`config.mk`:
```
export PLATFORM = sky130hd
export DESIGN_NAME = cdb_arbiter
export DESIGN_NICKNAME = d
export VERILOG_FILES = /design/src/rtl/cdb_arbiter.sv
export SDC_FILE = /design/constraint.sdc
export NUM_CORES = 1
export LEC_CHECK = 0
export BUFFER_PORTS_ARGS = -buffer_cell sky130_fd_sc_hd__buf_2
export CORE_ASPECT_RATIO = 1.25
export CORE_MARGIN = 5
export CORE_UTILIZATION = 54
export DETAILED_ROUTE_END_ITERATION = 8
export GPL_TIMING_DRIVEN = 0
export PLACE_DENSITY = 0.8
export SLEW_MARGIN = 20
export SYNTH_ARGS = -nofsm -noshare
export SYNTH_HDL_FRONTEND = slang
export SYNTH_SLANG_ARGS = --single-unit
```
`constraint.sdc`:
```
create_clock -name clk_in -period 8.93 [get_ports clk_in]
set_input_delay 1.3395 -clock clk_in [delete_from_list [all_inputs] [get_ports clk_in]]
set_output_delay 1.3395 -clock clk_in [all_outputs]
set_load 0.02 [all_outputs]
```
`src/rtl/cdb_arbiter.sv`:
```
// cdb_arbiter: shares the single result bus into the reorder buffer among
// NUM_REQ functional units. Each unit has a one-entry holding slot, and a
// round-robin scheduler drains one occupied slot per cycle onto the bus.
// A slot may be refilled on the same edge it is granted, so a requester
// that keeps winning can sustain one result per cycle.
//
// state     | meaning
// ----------|------------------------------------------------------------
// slot i    | r_hold_valid[i] set: a result is waiting for the bus
// r_rr_ptr  | slot the next grant search starts from
// r_cdb_*   | registered bus; r_cdb_ready pulses one cycle per result
module cdb_arbiter #(
  parameter int NUM_REQ = 4,
  parameter int ID_W    = 5
) (
  input  logic                    clk_in,
  input  logic                    rst_in,
  input  logic                    rdy_in,
  input  logic                    i_clear,
  input  logic [NUM_REQ-1:0]      i_req_valid,
  output logic [NUM_REQ-1:0]      o_req_ready,
  input  logic [ID_W*NUM_REQ-1:0] i_req_rob_id,
  input  logic [32*NUM_REQ-1:0]   i_req_value,
  output logic                    o_cdb_ready,
  output logic [ID_W-1:0]         o_cdb_rob_id,
  output logic [31:0]             o_cdb_value,
  output logic [NUM_REQ-1:0]      o_pending,
  output logic                    o_err_zero_id
);

  localparam int PTR_W = $clog2(NUM_REQ);
  localparam int CW    = PTR_W + 1;

  logic [NUM_REQ-1:0] r_hold_valid;
  logic [ID_W-1:0]    r_hold_id    [NUM_REQ];
  logic [31:0]        r_hold_value [NUM_REQ];
  logic [PTR_W-1:0]   r_rr_ptr;
  logic               r_cdb_ready;
  logic [ID_W-1:0]    r_cdb_rob_id;
  logic [31:0]        r_cdb_value;
  logic               r_err_zero_id;

  logic [NUM_REQ-1:0] w_grant;
  logic               w_grant_any;
  logic [PTR_W-1:0]   w_grant_idx;
  logic [PTR_W-1:0]   w_next_ptr;
  logic [NUM_REQ-1:0] w_accept;

  // Round-robin search starting at r_rr_ptr; the wrap is an explicit compare
  // so non-power-of-two NUM_REQ never lands on a nonexistent slot.
  always_comb begin : p_grant
    logic [CW-1:0] w_sum;
    w_grant     = '0;
    w_grant_any = 1'b0;
    w_grant_idx = '0;
    w_sum       = '0;
    for (int k = 0; k < NUM_REQ; k++) begin
      w_sum = {1'b0, r_rr_ptr} + CW'(k);
      if (w_sum >= CW'(NUM_REQ)) w_sum = w_sum - CW'(NUM_REQ);
      if (!w_grant_any && r_hold_valid[w_sum[PTR_W-1:0]]) begin
        w_grant_any = 1'b1;
        w_grant_idx = w_sum[PTR_W-1:0];
      end
    end
    if (w_grant_any) w_grant[w_grant_idx] = 1'b1;
  end

  // Pointer moves to the slot after the winner, wrapping by compare.
  always_comb begin
    w_next_ptr = w_grant_idx + PTR_W'(1);
    if (w_grant_idx == PTR_W'(NUM_REQ - 1)) w_next_ptr = '0;
  end

  // A granted slot empties this edge, so it can take a new result at once.
  assign o_req_ready = {NUM_REQ{rdy_in & ~i_clear}} & (~r_hold_valid | w_grant);
  assign w_accept    = i_req_valid & o_req_ready;

  // Slot, pointer and bus registers; rdy_in low freezes everything.
  always_ff @(posedge clk_in or posedge rst_in) begin
    if (rst_in) begin
      r_hold_valid  <= '0;
      r_rr_ptr      <= '0;
      r_cdb_ready   <= 1'b0;
      r_cdb_rob_id  <= '0;
      r_cdb_value   <= '0;
      r_err_zero_id <= 1'b0;
      for (int i = 0; i < NUM_REQ; i++) begin
        r_hold_id[i]    <= '0;
        r_hold_value[i] <= '0;
      end
    end else if (rdy_in) begin
      if (i_clear) begin
        r_hold_valid <= '0;
        r_cdb_ready  <= 1'b0;
        r_rr_ptr     <= '0;
      end else begin
        if (w_grant_any) begin
          r_cdb_ready  <= 1'b1;
          r_cdb_rob_id <= r_hold_id[w_grant_idx];
          r_cdb_value  <= r_hold_value[w_grant_idx];
          r_rr_ptr     <= w_next_ptr;
        end else begin
          r_cdb_ready  <= 1'b0;
        end
        for (int i = 0; i < NUM_REQ; i++) begin
          if (w_accept[i]) begin
            // id 0 means "no entry" to the ROB, so such a result is dropped.
            if (i_req_rob_id[i*ID_W +: ID_W] != '0) begin
              r_hold_valid[i] <= 1'b1;
              r_hold_id[i]    <= i_req_rob_id[i*ID_W +: ID_W];
              r_hold_value[i] <= i_req_value[i*32 +: 32];
            end else begin
              r_hold_valid[i] <= 1'b0;
              r_err_zero_id   <= 1'b1;
            end
          end else if (w_grant[i]) begin
            r_hold_valid[i] <= 1'b0;
          end
        end
      end
    end
  end

  assign o_cdb_ready   = r_cdb_ready;
  assign o_cdb_rob_id  = r_cdb_rob_id;
  assign o_cdb_value   = r_cdb_value;
  assign o_pending     = r_hold_valid;
  assign o_err_zero_id = r_err_zero_id;

endmodule
```
Word-level counts from Yosys, hierarchy flattened
Index checks and enable logic that the tools add are counted.
- register bits: 193
- output and inout port bits: 47
- logic and storage cells: 126
- $add $sub $neg: 8
- order comparisons: 11
- equal/unequal tests: 1
- multiplexer cells: 55
- bitwise operators: 7
- reduce and logical (&&, ||, !) cells: 27
- operators by type and width (cell ; number):
    $bmux W32 S2 ; 1
    $mux W32 ; 2
    $mux W1 ; 31
    $mux W2 ; 11
    $reduce_bool A5 Y1 ; 4
    $reduce_and A4 Y1 ; 4
    $lt A2 B3 Y1 const B ; 5
    $ge A3 B3 Y1 const B ; 4
    $reduce_and A2 Y1 ; 6
    $reduce_bool A3 Y1 ; 4
    $bmux W5 S2 ; 1
    $mux W5 ; 2
    $and A4 B4 Y4 ; 2
    $bmux W1 S2 ; 4
    $mux W4 ; 2
    $sub A2 B1 Y2 const B ; 4
    $add A2 B2 Y3 const B ; 2
    $logic_and A1 B1 Y1 ; 4
    $not A4 Y4 ; 1
    $or A4 B4 Y4 ; 1
    $add A2 B1 Y3 const B ; 1
    $ge A2 B3 Y1 const B ; 1
    $logic_not A1 Y1 ; 3
    $not A2 Y3 ; 1
    8 further kinds ; 8

Logic depth before layout (Yosys ltp)
Gate-level depths: netlist of run 1.
- depth after elaboration: 29
- gate-level depth with buffers: 15
- depth with buffers taken out: 10

Worst setup path before layout of run 1
OpenSTA, ideal clock, no wires.
- path type: register -> output
- from: reg r_hold_valid[1] (netlist: o_pending[1])
- to: out o_req_ready[1]
- arrival: 2.081 ns
- slack: 5.509 ns
- stages on the path, launching flop included: 11
- cells stage by stage: dfrtp_1 buf_2 a21boi_1 o22a_2 nand2_2 inv_2 buf_8 buf_12 ha_1 inv_1 a21oi_1
- cells in the longest elaborated chain, start to end: 19
- elaborated cells between the ends (all ways): 31
- those cells by class: 2 x order compare; 19 x mux; 3 x bitwise; 7 x reduce/logical
- RTL lines (item ; line ; source):
    start, declared ; 34 ; logic [NUM_REQ-1:0] r_hold_valid;
    start signal, assigned ; 81 ; r_hold_valid <= '0;
    start signal, assigned ; 93 ; r_hold_valid <= '0;
    start signal, assigned by index ; 109 ; r_hold_valid[i] <= 1'b1;
    $bmux W1 S2 ; 60 ; if (!w_grant_any && r_hold_valid[w_sum[PTR_W-1:0]]) begin
    $mux W1 (not written as such) ; 60 ;
    $mux W1 ; 60 ;
    $logic_not A1 Y1 ; 60 ;
    $logic_and A1 B1 Y1 ; 60 ;
    $mux W1 ; 60 ;
    $logic_not A1 Y1 ; 60 ;
    $logic_and A1 B1 Y1 ; 60 ;
    (+3 left out) ; - ;
    $mux W2 ; 60 ;
    $lt A2 B3 Y1 (not written as such) or $ge A2 B1 Y1 (tied branches) ; 65 ; if (w_grant_any) w_grant[w_grant_idx] = 1'b1;
    $logic_and A1 B1 Y1 (not written as such) ; 65 ;
    $mux W1 (not written as such) ; 65 ;
    $demux W1 S2 ; 65 ;
    $mux W4 ; 65 ;
    $or A4 B4 Y4 (*) ; 75 ; assign o_req_ready = {NUM_REQ{rdy_in & ~i_clear}} & (~r_hold_valid | w_grant);
    $and A4 B4 Y4 (*) ; 75 ;
    end, declared ; 21 ; output logic [NUM_REQ-1:0] o_req_ready,
Every way passes the cells marked *; elsewhere a longest branch is shown, timed or not. The select of a mux whose other input is x is not followed.

Worst setup path in the final report of run 1
Same ends and word-level chain as after synthesis.

==> results.md, run 1 <==
- Hold_buf cts: 0
- Clock Tree Buf Depth: 2
- Reg clk slew, reported paths: 70 ps
- Standard-cell rows: 52
- Post-CTS Setup Inserts: 0
- Worst Path Required: 7590 ps
- Clk root buf: clkbuf_16
- Leakage: 4.966 nW
- Pre-CTS setup slack: 5246 ps
- H-tree Lvls: 4
- Sequential Power Share: 0.409
- Clock Power Share: 0.235
- Core region area: 0.01620 mm2
- CTS tree: yes
- Share of the synthesized area in the top cell type: 0.5427
- Gr usage total: 0.2405
- Routability Congestion: 0.8202
- Syn Std Cell Area: 0.008899 mm2
- Final setup margin: 4748 ps
- CP arrival: 2840 ps
- Final period util: 0.4683
- # IOs: 203
- Setup_tns: 0 ps
- WL final: 22720 um
- 1st-iter DRT viols: 444
- Final Max Tran Viols: 0
- Reg2reg setup slack: 5530 ps
- DRT Pass-1 Iters: 7
- Worst-Margin Slew: 692.3 ps
- Area post-placement: 0.01021 mm2
- Sequential share of the synthesized area: 0.5427
- Vias in the first global route: 6792
- Synth Register Bits: 193
- Crit path buf inv count: 4
- Vias/cell: 5.636
- Final setup viols: 0
- Slowest stage delay, CP: 460 ps
- Pin count of the biggest net entering global routing: 103
- Post-DP HPWL: 16750 um
- Sw Pwr: 1.178 mW
- DR vias: 6402
- FMAX: 0.2391 GHz
- Synth area leaders: dfrtp_1, mux2_2, mux2_4, mux2i_1, a211o_1
- Count of final hold-check violations: 0
- Area leader, netlist: dfrtp_1
- Die width: 124.8 um
- Slew HR: 0.5385
- Yosys cell types: 39
- Power Density: 316.3 mW/mm2
- CP cell instances: buf_2 -> a21oi_1 -> o21a_1 -> o22ai_2 -> clkbuf_1 -> ha_1 -> inv_1 -> a21oi_1 -> buf_2
- # placed instances: 1100
- Clk_skew: 8.851 ps
- DIE AREA: 0.01916 mm2
- Startpoint types: flop
- # fillers: 1193
- Part of the power in combinational logic: 0.356
- Post-cts resize count: 0
- Peak supply drop: 0.1616 mV
- Worst Hold Class: reg2reg
- CP max FO: 11
- Non-filler instance count after layout: 1136
- First-pass GRT wire length: 36470 um
- Layout area overhead: 21.96%
- Initial antenna violation count: 4
- Synth Warn #: 0
- Kind of critical path: reg2out
- Sw Share: 0.3430
- Die height: 153.5 um
- Worst path slowest cell: clkbuf_1
- Outcome: finished, final reports clean
- Max cap viols: 0
- Share of layout cells above drive strength 1: 0.4771
- Port bufs: 202
- Post-layout instance area: 0.01085 mm2
- DRC viols: 0
- Routed len/inst: 20.00 um
- Int Pwr: 2.256 mW
- Syn_area_per_cell: 13.07 um2
- Num CTS Buffers: 17
- Worst Setup End Kind: output pin
- Unrepaired setup endpoints after global routing: false
- Fin nets: 1063
- Initial Utilization: 0.5493
- Antenna-violating nets left: 0
- CTS Sinks: 193
- Clock latency at the later pin of the worst-skew pair: 430 ps
- Net Count, Synth: 841
- Cells after Synth: 681
- Top delay family on crit path: buffers and inverters
- Gr ovfl total: 0
- Minimum clock period: 4182 ps
[worst paths after layout]
| path | startpoint | endpoint | cells past startpoint |
|---|---|---|---|
| worst max-delay path | o_pending[1] | o_req_ready[1] | 9 |
| worst min-delay path | o_cdb_value[3] | o_cdb_value[3] | 2 |
| worst max register to register | o_pending[1] | r_hold_value[64] | 13 |
| worst min register to register | o_cdb_value[3] | o_cdb_value[3] | 2 |
| max in group asynchronous | rst_in | r_hold_value[66] | 3 |
| min in group asynchronous | rst_in | r_hold_value[121] | 2 |
[registers in the layout (all words and copies together), names as in the netlist]
register and cells:
r_rr_ptr 2, o_cdb_rob_id 5, o_pending 4, r_hold_id 20, o_err_zero_id 1, o_cdb_ready 1, r_hold_value 128, o_cdb_value 32
[cell type report]
class / instances / area, um2 / share of cell area
repair buffers: 203 / 1039 / 0.09569
flip-flops and latches: 193 / 4830 / 0.4450
clock inverters: 13 / 175.2 / 0.01614
clock buffers: 19 / 452.9 / 0.04173
well taps: 216 / 270.3 / 0.02490
multi-input cells: 428 / 3680 / 0.3391
plain buffers: 51 / 355.3 / 0.03274
inverters: 9 / 41.29 / 0.003804
diodes: 4 / 10.01 / 0.0009223
[synthesized netlist by cell type]
cell	number
a211o_1	37
a21boi_1	1
a21o_1	4
a21oi_1	7
a21oi_2	1
a31oi_1	1
a32o_1	1
a41oi_1	1
and4_1	1
buf_12	1
buf_2	22
buf_4	12
buf_6	8
buf_8	1
clkbuf_1	6
clkbuf_4	1
dfrtp_1	193
ha_1	4
inv_1	8
inv_2	1
mux2_2	110
mux2_4	38
mux2i_1	38
nand2_1	43
nand2_2	1
nand2b_1	1
nand3_1	40
nor2_1	6
nor2b_1	1
nor3_1	2
nor3b_2	1
o211ai_1	37
o21a_1	1
o21ai_0	44
o22a_2	1
o22ai_2	2
or3b_1	1
or4_1	2
or4_4	1
[placed cells by master, fill, tap and decap left out, types with 2 or more instances in the layout]
cell type,Yosys,layout
a211o_1,37,37
a21o_1,4,4
a21oi_1,7,7
buf_2,22,224
buf_4,12,12
buf_6,8,8
bufinv_16,0,3
clkbuf_1,6,6
clkbuf_16,0,17
clkbuf_8,0,2
clkinv_4,0,2
clkinvlp_4,0,3
dfrtp_1,193,193
diode_2,0,4
ha_1,4,4
inv_1,8,7
inv_6,0,2
inv_8,0,3
mux2_2,110,110
mux2_4,38,38
mux2i_1,38,38
nand2_1,43,43
nand3_1,40,40
nor2_1,6,6
nor3_1,2,2
o211ai_1,37,37
o21ai_0,44,44
o22ai_2,2,2
or4_1,2,2
[layer usage]
| layer | share of wire | GRT usage | vias up |
|---|---|---|---|
| met5 | 0 | 0 | - |
| met4 | 0.020 | 0.07903 | 0 |
| met3 | 0.052 | 0.04858 | 34 |
| met2 | 0.52 | 0.4229 | 193 |
| met1 | 0.41 | 0.2989 | 3235 |
| li1 | - | - | 2940 |
[cell families after synthesis]
| kind of cell | count (synthesis) | synth area share |
|---|---|---|
| mux | 186 | 0.2461 |
| flops | 193 | 0.5427 |
| buf+inv | 60 | 0.04373 |
| simple gates | 100 | 0.05273 |
| compound gates | 138 | 0.1091 |
| fa+ha+maj | 4 | 0.005625 |
[power groups by stage]
stage          Clock, mW  Combinational (mW)  Sequential, mW
2_1_floorplan          0               0.806            1.46
3_3_place_gp           0                1.19            1.40
3_5_place_dp           0                1.23            1.41
4_1_cts            0.814                1.24            1.40
5_1_grt            0.857                1.34            1.44
6_report           0.805                1.22            1.40
[metrics by stage]
stage | utilization | hold slack (ps) | total power [mW]
2_1_floorplan | - | 474.0 | 2.270
3_3_place_gp | 0.6284 | 473.0 | 2.594
3_5_place_dp | 0.6305 | 487.1 | 2.641
4_1_cts | 0.6693 | 503.2 | 3.452
5_1_grt | 0.6699 | 512.3 | 3.636
6_report | 0.6699 | 494.7 | 3.433
[worst register-to-register path, delay by kind of cell, from the launching register on]
family / cells / cell delay, ps
and+or+nand+nor: 2 / 350
adders and majority gates: 1 / 270
buffers and inverters: 5 / 1170
AOI/OAI and AO/OA: 4 / 840
DFF: 1 / 350
muxes: 1 / 320
No activity file was read; power rests on OpenSTA's default activity.
==> run 2: changes to the inputs <==
--- a/config.mk
+++ b/config.mk
@@ -5,13 +5,14 @@
 export SDC_FILE = /design/constraint.sdc
 export NUM_CORES = 1
 export LEC_CHECK = 0
+export ABC_AREA = 1
 export BUFFER_PORTS_ARGS = -buffer_cell sky130_fd_sc_hd__buf_2
 export CORE_ASPECT_RATIO = 1.25
 export CORE_MARGIN = 5
-export CORE_UTILIZATION = 54
+export CORE_UTILIZATION = 50
 export DETAILED_ROUTE_END_ITERATION = 8
 export GPL_TIMING_DRIVEN = 0
-export PLACE_DENSITY = 0.8
+export PLACE_DENSITY = 0.76
 export SLEW_MARGIN = 20
 export SYNTH_ARGS = -nofsm -noshare
 export SYNTH_HDL_FRONTEND = slang
==> constraint.sdc (replaced) <==
create_clock -name clk_in -period 3.7 [get_ports clk_in]
set_input_delay 0.555 -clock clk_in [delete_from_list [all_inputs] [get_ports clk_in]]
set_output_delay 0.555 -clock clk_in [all_outputs]
set_load 0.02 [all_outputs]
==> run 2 against run 1 <==
Compared with the run above:
- non-clock buffer count grew 26
- utilization shrank 5.9 points
- clock skew grew 5.4 ps
- critical endpoint unchanged
- global-route usage grew 1.3 points
- sequential cell count is the same
- clock-buffer cell count is the same
- critical path depth grew 6
- final cell count grew 65%
- via count grew 44%
- critical path type unchanged
- routed wire length grew 24%
==> results.md, run 2 <==
- Outcome: finished, final reports clean
- Clock latency at the later pin of the worst-skew pair: 440 ps
- Routed len/inst: 15.07 um
- Standard-cell rows: 58
- Die height: 169.2 um
- Reg2reg setup slack: 650 ps
- DIE AREA: 0.02323 mm2
- Startpoint types: flop
- # IOs: 203
- Largest Register: r_hold_value
- Peak supply drop: 0.5811 mV
- Antenna-violating nets left: 0
- Unrepaired setup endpoints after global routing: false
- Worst-Margin Slew: 578.5 ps
- CTS tree: yes
- Max FFs per register: 128
- Commonest non-fill, non-tap cell in the layout: nand2_1
- Routability Congestion: 0.9049
- Clock Tree Buf Depth: 2
- Gr usage total: 0.2537
- Layout area overhead: 20.74%
- Post-DP HPWL: 21990 um
- Num CTS Buffers: 17
- Cells after Synth: 1365
- Worst Hold Class: in2async
- Syn_area_per_cell: 7.424 um2
- Critical R2R Launch: o_pending[1]
- Synth area leaders: dfrtp_1, nand2_1, inv_1, nand3_1, o21ai_1
- Final Power: 11.62 mW
- Post-synth top cells: nand2_1, inv_1, dfrtp_1
- Syn Std Cell Area: 0.01013 mm2
- Hold_buf cts: 0
- Gr ovfl total: 0
- CTS Sinks: 193
- Post-synth EDFFs: 0
- Worst Setup End Kind: output pin
- DR vias: 9224
- Share of the synthesized area in the top cell type: 0.4766
- CP arrival: 2900 ps
- 1st-iter DRT viols: 634
- Sequential share of the synthesized area: 0.4766
- DRT Pass-1 Iters: 5
- Final Max Tran Viols: 0
- First-pass GRT wire length: 45890 um
- FMAX: 0.2898 GHz
- Top-count cell post-synth: nand2_1
- Synth Register Bits: 193
- Yosys cell types: 26
- WL final: 28250 um
- Core region area: 0.02003 mm2
- Worst Path Required: 3140 ps
- Final period util: 0.9325
- Reg clk slew, reported paths: 80 ps
- Synth Warn #: 0
- Commonest non-fill, non-tap cells in the layout: nand2_1, inv_1, buf_2, dfrtp_1, nand3_1
- Clk_skew: 14.28 ps
- Final setup margin: 249.8 ps
- Minimum clock period: 3450 ps
- Share of layout cells above drive strength 1: 0.2219
- Clk root buf: clkbuf_16
- Vias in the first global route: 9370
- Pre-CTS setup slack: 661.9 ps
- Reg2Reg Capture Point: r_hold_value[75]
- Reg2reg path depth: 19
- DRC viols: 0
- Vias/cell: 4.922
- Max cap viols: 0
- Pin count of the biggest net entering global routing: 35
- Worst hold margin: 165.0 ps
- Kind of critical path: reg2out
- Count of final hold-check violations: 0
- Area leader, netlist: dfrtp_1
- CP max FO: 11
- Net Count, Synth: 1525
- H-tree Lvls: 4
- Post-synth ARST share: 1.000
- Slew HR: 0.6143
- Power Density: 949.7 mW/mm2
- Port bufs: 202
- N_diodes: 0
- Initial Utilization: 0.5059
- Fin nets: 1751
- Leakage: 7.297 nW
- Initial antenna violation count: 0
- Post-synth top flop: dfrtp_1
- Die width: 137.3 um
- Final setup viols: 0
run 2: final cells by class:
class | count | area, um2
flip-flops and latches | 193 | 4831
clock inverters | 13 | 171.4
multi-input cells | 779 | 3603
clock buffers | 19 | 452.9
repair buffers | 208 | 1139
well taps | 270 | 337.8
fillers | 1843 | 7794
plain buffers | 72 | 495.5
inverters | 320 | 1205
run 2: worst max-delay path, cell delays in order, from the launching register on:
cell and delay [ps]:
dfrtp_1 480, inv_1 110, nand2_1 70, nand3_1 100, nand2_1 120, nor2_4 190, nand3_1 90, nand2_1 110
nand2_2 90, buf_6 160, buf_6 150, inv_1 110, ha_1 180, nand2_1 90, a21oi_2 180, buf_2 200
run 2: stage by stage:
stage	setup TNS (ps)	cell area [um2]	util	std cells
2_1_floorplan	0	10140	-	1365
3_3_place_gp	-93370	11490	0.5735	1837
3_5_place_dp	0	11610	0.5798	1843
4_1_cts	0	12240	0.6110	1875
5_1_grt	0	12240	0.6109	1874
6_report	0	12240	0.6109	1874
run 2: per-layer routing:
| layer | up-vias | track usage | routed length, um |
|---|---|---|---|
| met1 | 4273 | 0.3207 | 11580 |
| met4 | 0 | 0.1102 | 1223 |
| met2 | 345 | 0.4218 | 13610 |
| li1 | 4539 | - | - |
| met3 | 67 | 0.05160 | 1834 |
| met5 | - | 0 | 0 |
run 2: cells by family after synthesis:
| kind of cell | share of synthesized area |
|---|---|
| buffers and inverters | 0.1678 |
| AND/OR/NAND/NOR | 0.2540 |
| flip-flops | 0.4766 |
| adder cells (fa/ha/maj) | 0.004939 |
| AO/OA/AOI/OAI | 0.09668 |
run 2: report_power, final:
group | switching [mW] | leakage (nW) | internal [mW]
logic | 3.87 | 4.57 | 2.17
registers | 0.547 | 2.42 | 3.05
clock network | 0.864 | 0.307 | 1.12
run 2: how the worst max path moves through the flow:
| stage | from | end | slack, ps | cells past startpoint |
|---|---|---|---|---|
| floorplan | rst_in | o_cdb_ready | 650 | 1 |
| global placement | rst_in | r_hold_value[1] | -500 | 2 |
| detailed placement | r_rr_ptr[1] | r_hold_value[110] | 660 | 18 |
| CTS | r_rr_ptr[1] | o_req_ready[1] | 220 | 14 |
| global route | o_pending[2] | o_req_ready[1] | 3 | 15 |
| finish | o_pending[1] | o_req_ready[1] | 250 | 15 |
run 2: what timing repair did:
action	in CTS	in global routing
endpoints found under the setup margin	0	1
buffers inserted	0	0
gates resized for setup	0	1
==> run 3: changes to the inputs <==
--- a/config.mk
+++ b/config.mk
@@ -7,12 +7,13 @@
 export LEC_CHECK = 0
 export ABC_AREA = 1
 export BUFFER_PORTS_ARGS = -buffer_cell sky130_fd_sc_hd__buf_2
+export CAP_MARGIN = 10
 export CORE_ASPECT_RATIO = 1.25
 export CORE_MARGIN = 5
-export CORE_UTILIZATION = 50
+export CORE_UTILIZATION = 60
 export DETAILED_ROUTE_END_ITERATION = 8
 export GPL_TIMING_DRIVEN = 0
-export PLACE_DENSITY = 0.76
+export PLACE_DENSITY = 0.86
 export SLEW_MARGIN = 20
 export SYNTH_ARGS = -nofsm -noshare
 export SYNTH_HDL_FRONTEND = slang
==> constraint.sdc (replaced) <==
create_clock -name clk_in -period 4.1 [get_ports clk_in]
set_input_delay 0.615 -clock clk_in [delete_from_list [all_inputs] [get_ports clk_in]]
set_output_delay 0.615 -clock clk_in [all_outputs]
set_load 0.02 [all_outputs]
==> run 3 against run 2 <==
Compared with the run above:
- clock power is 13% lower
- sequential power fell by 9.7%
- utilization up 12 points
- register-to-register slack gained 290 ps
- critical path depth shrank 1
- first-iteration DRC count grew 41%
- die area decreased by 16%
- routed wire length increased by 1.7%
- clock skew shrank 7.6 ps
- sequential cell count unchanged
- clock-buffer cell count is 3 higher
==> results.md, run 3 (same netlist as run 2, synthesis figures left out) <==
- Largest Register: r_hold_value
- Final setup viols: 0
- Count of final hold-check violations: 0
- Commonest non-fill, non-tap cells in the layout: nand2_1, inv_1, buf_2, dfrtp_1, nand3_1
- First-pass GRT wire length: 45750 um
- Die width: 126.2 um
- Post-layout util: 0.7301
- Commonest non-fill, non-tap cell in the layout: nand2_1
- Routed len/inst: 15.74 um
- H-tree Lvls: 4
- FMAX: 0.2808 GHz
- Multi-input logic area: 0.003603 mm2
- Clk_skew: 6.649 ps
- Post-cts resize count: 0
- Slew HR: 0.5921
- Clock Power Share: 0.165
- Clock latency at the later pin of the worst-skew pair: 440 ps
- Clock Tree Buf Depth: 2
- Worst Setup End Kind: output pin
- Kind of critical path: reg2out
- Int Pwr: 5.729 mW
- Worst Path Required: 3480 ps
- Initial antenna violation count: 1
- Worst hold margin: 203.8 ps
- Vias/cell: 5.166
- Routability Congestion: 0.9035
- Register area: 0.004830 mm2
- Pin count of the biggest net entering global routing: 36
- Post-CTS Setup Inserts: 0
- Worst-Margin Slew: 611.9 ps
- Reg clk slew, reported paths: 70 ps
- Reg2reg path depth: 18
- Setup_tns: 0 ps
- Peak supply drop: 0.6097 mV
- CP max FO: 11
- Sequential Power Share: 0.309
- 1st-iter DRT viols: 893
- Final Power: 10.53 mW
- # placed instances: 1794
- Max FFs per register: 128
- Gr usage total: 0.2955
- Part of the power in combinational logic: 0.526
- CTS Sinks: 193
- Outcome: finished, final reports clean
- Initial Utilization: 0.6064
- Startpoint types: flop
- CTS tree: yes
- Gr ovfl total: 0
- Unrepaired setup endpoints after global routing: false
- Power Density: 862.8 mW/mm2
- Sw Pwr: 4.797 mW
- Sw Share: 0.4557
- Worst Hold Class: in2async
- Num CTS Buffers: 17
- Final period util: 0.8685
- Hold_buf cts: 0
- DIE AREA: 0.01961 mm2
- CP arrival: 2950 ps
- Antenna-violating nets left: 0
- Core region area: 0.01671 mm2
- DR vias: 9434
- Port bufs: 202
- Die height: 155.3 um
- Fin nets: 1753
- Clk root buf: clkbuf_16
- WL final: 28740 um
- # fillers: 1340
- Minimum clock period: 3561 ps
- # IOs: 203
- Layout area overhead: 20.40%
- Leakage: 7.308 nW
- Non-filler instance count after layout: 1826
- Post-DP HPWL: 21650 um
- Final Max Tran Viols: 0
- Share of layout cells above drive strength 1: 0.2199
- DRC viols: 0
- DRT Pass-1 Iters: 6
- Max cap viols: 0
- Standard-cell rows: 53
- Vias in the first global route: 9329
==> run 3: cell types whose count changed in the layout (fill, tap and decap cells not counted), moves of 2 or more <==
cell | before | now
buf_12 | 5 | 3
clkbuf_1 | 12 | 15
inv_6 | 5 | 1
buf_16 | 1 | 4
==> run 3: cell type report <==
cell class / count / share of cell area
antenna: 1 / 0.0002051
buffer: 73 / 0.04092
clock buffer: 22 / 0.03887
clock inverter: 9 / 0.01067
inverter: 320 / 0.09876
multi-input combinational: 779 / 0.2954
sequential: 193 / 0.3959
tap: 220 / 0.02256
timing repair buffer: 209 / 0.09681
==> run 3: final timing paths <==
check                           slack, ps           endpoint       startpoint
worst max-delay path                  540     o_req_ready[1]      r_rr_ptr[1]
worst min-delay path                  200    o_cdb_value[15]           rst_in
worst max register to register        940  r_hold_value[121]      r_rr_ptr[1]
worst min register to register        480    o_cdb_value[31]  o_cdb_value[31]
max in group asynchronous            2950    r_hold_value[3]           rst_in
min in group clk_in                   400   r_hold_value[33]  i_req_value[65]
==> run 3: metal layers <==
metal	vias up	part of all wire	global-route usage
li1	4548	-	-
met1	4388	0.38	0.3578
met2	414	0.50	0.5095
met3	84	0.066	0.05151
met4	0	0.047	0.1467
met5	-	0	0
==> run 3: per-stage QoR <==
stage               instance area [um2]  setup slack (ps)
global placement                  11420            -126.2
floorplan                         10140             994.6
CTS                               12200             576.8
finish                            12200             539.3
global route                      12200             328.1
detailed placement                11590              1034
==> run 3: worst max-delay path, cell delays in order, from the launching register on <==
cell and delay [ps]:
dfrtp_1 420, inv_1 190, nand2_1 100, nand2_2 110, nand2_1 60, nand2_1 100
nor2_4 60, nand3_1 70, nand3_1 100, inv_1 80, clkbuf_1 480, ha_1 280
nand2_1 90, a21oi_2 180, buf_2 190
==> run 3: power by group through the flow <==
stage / clock [mW] / sequential (mW) / combinational [mW]
floorplan: 0 / 3.36 / 3.79
global placement: 0 / 3.23 / 5.25
detailed placement: 0 / 3.26 / 5.44
CTS: 1.73 / 3.24 / 5.50
global route: 1.82 / 3.34 / 6.20
finish: 1.73 / 3.25 / 5.54
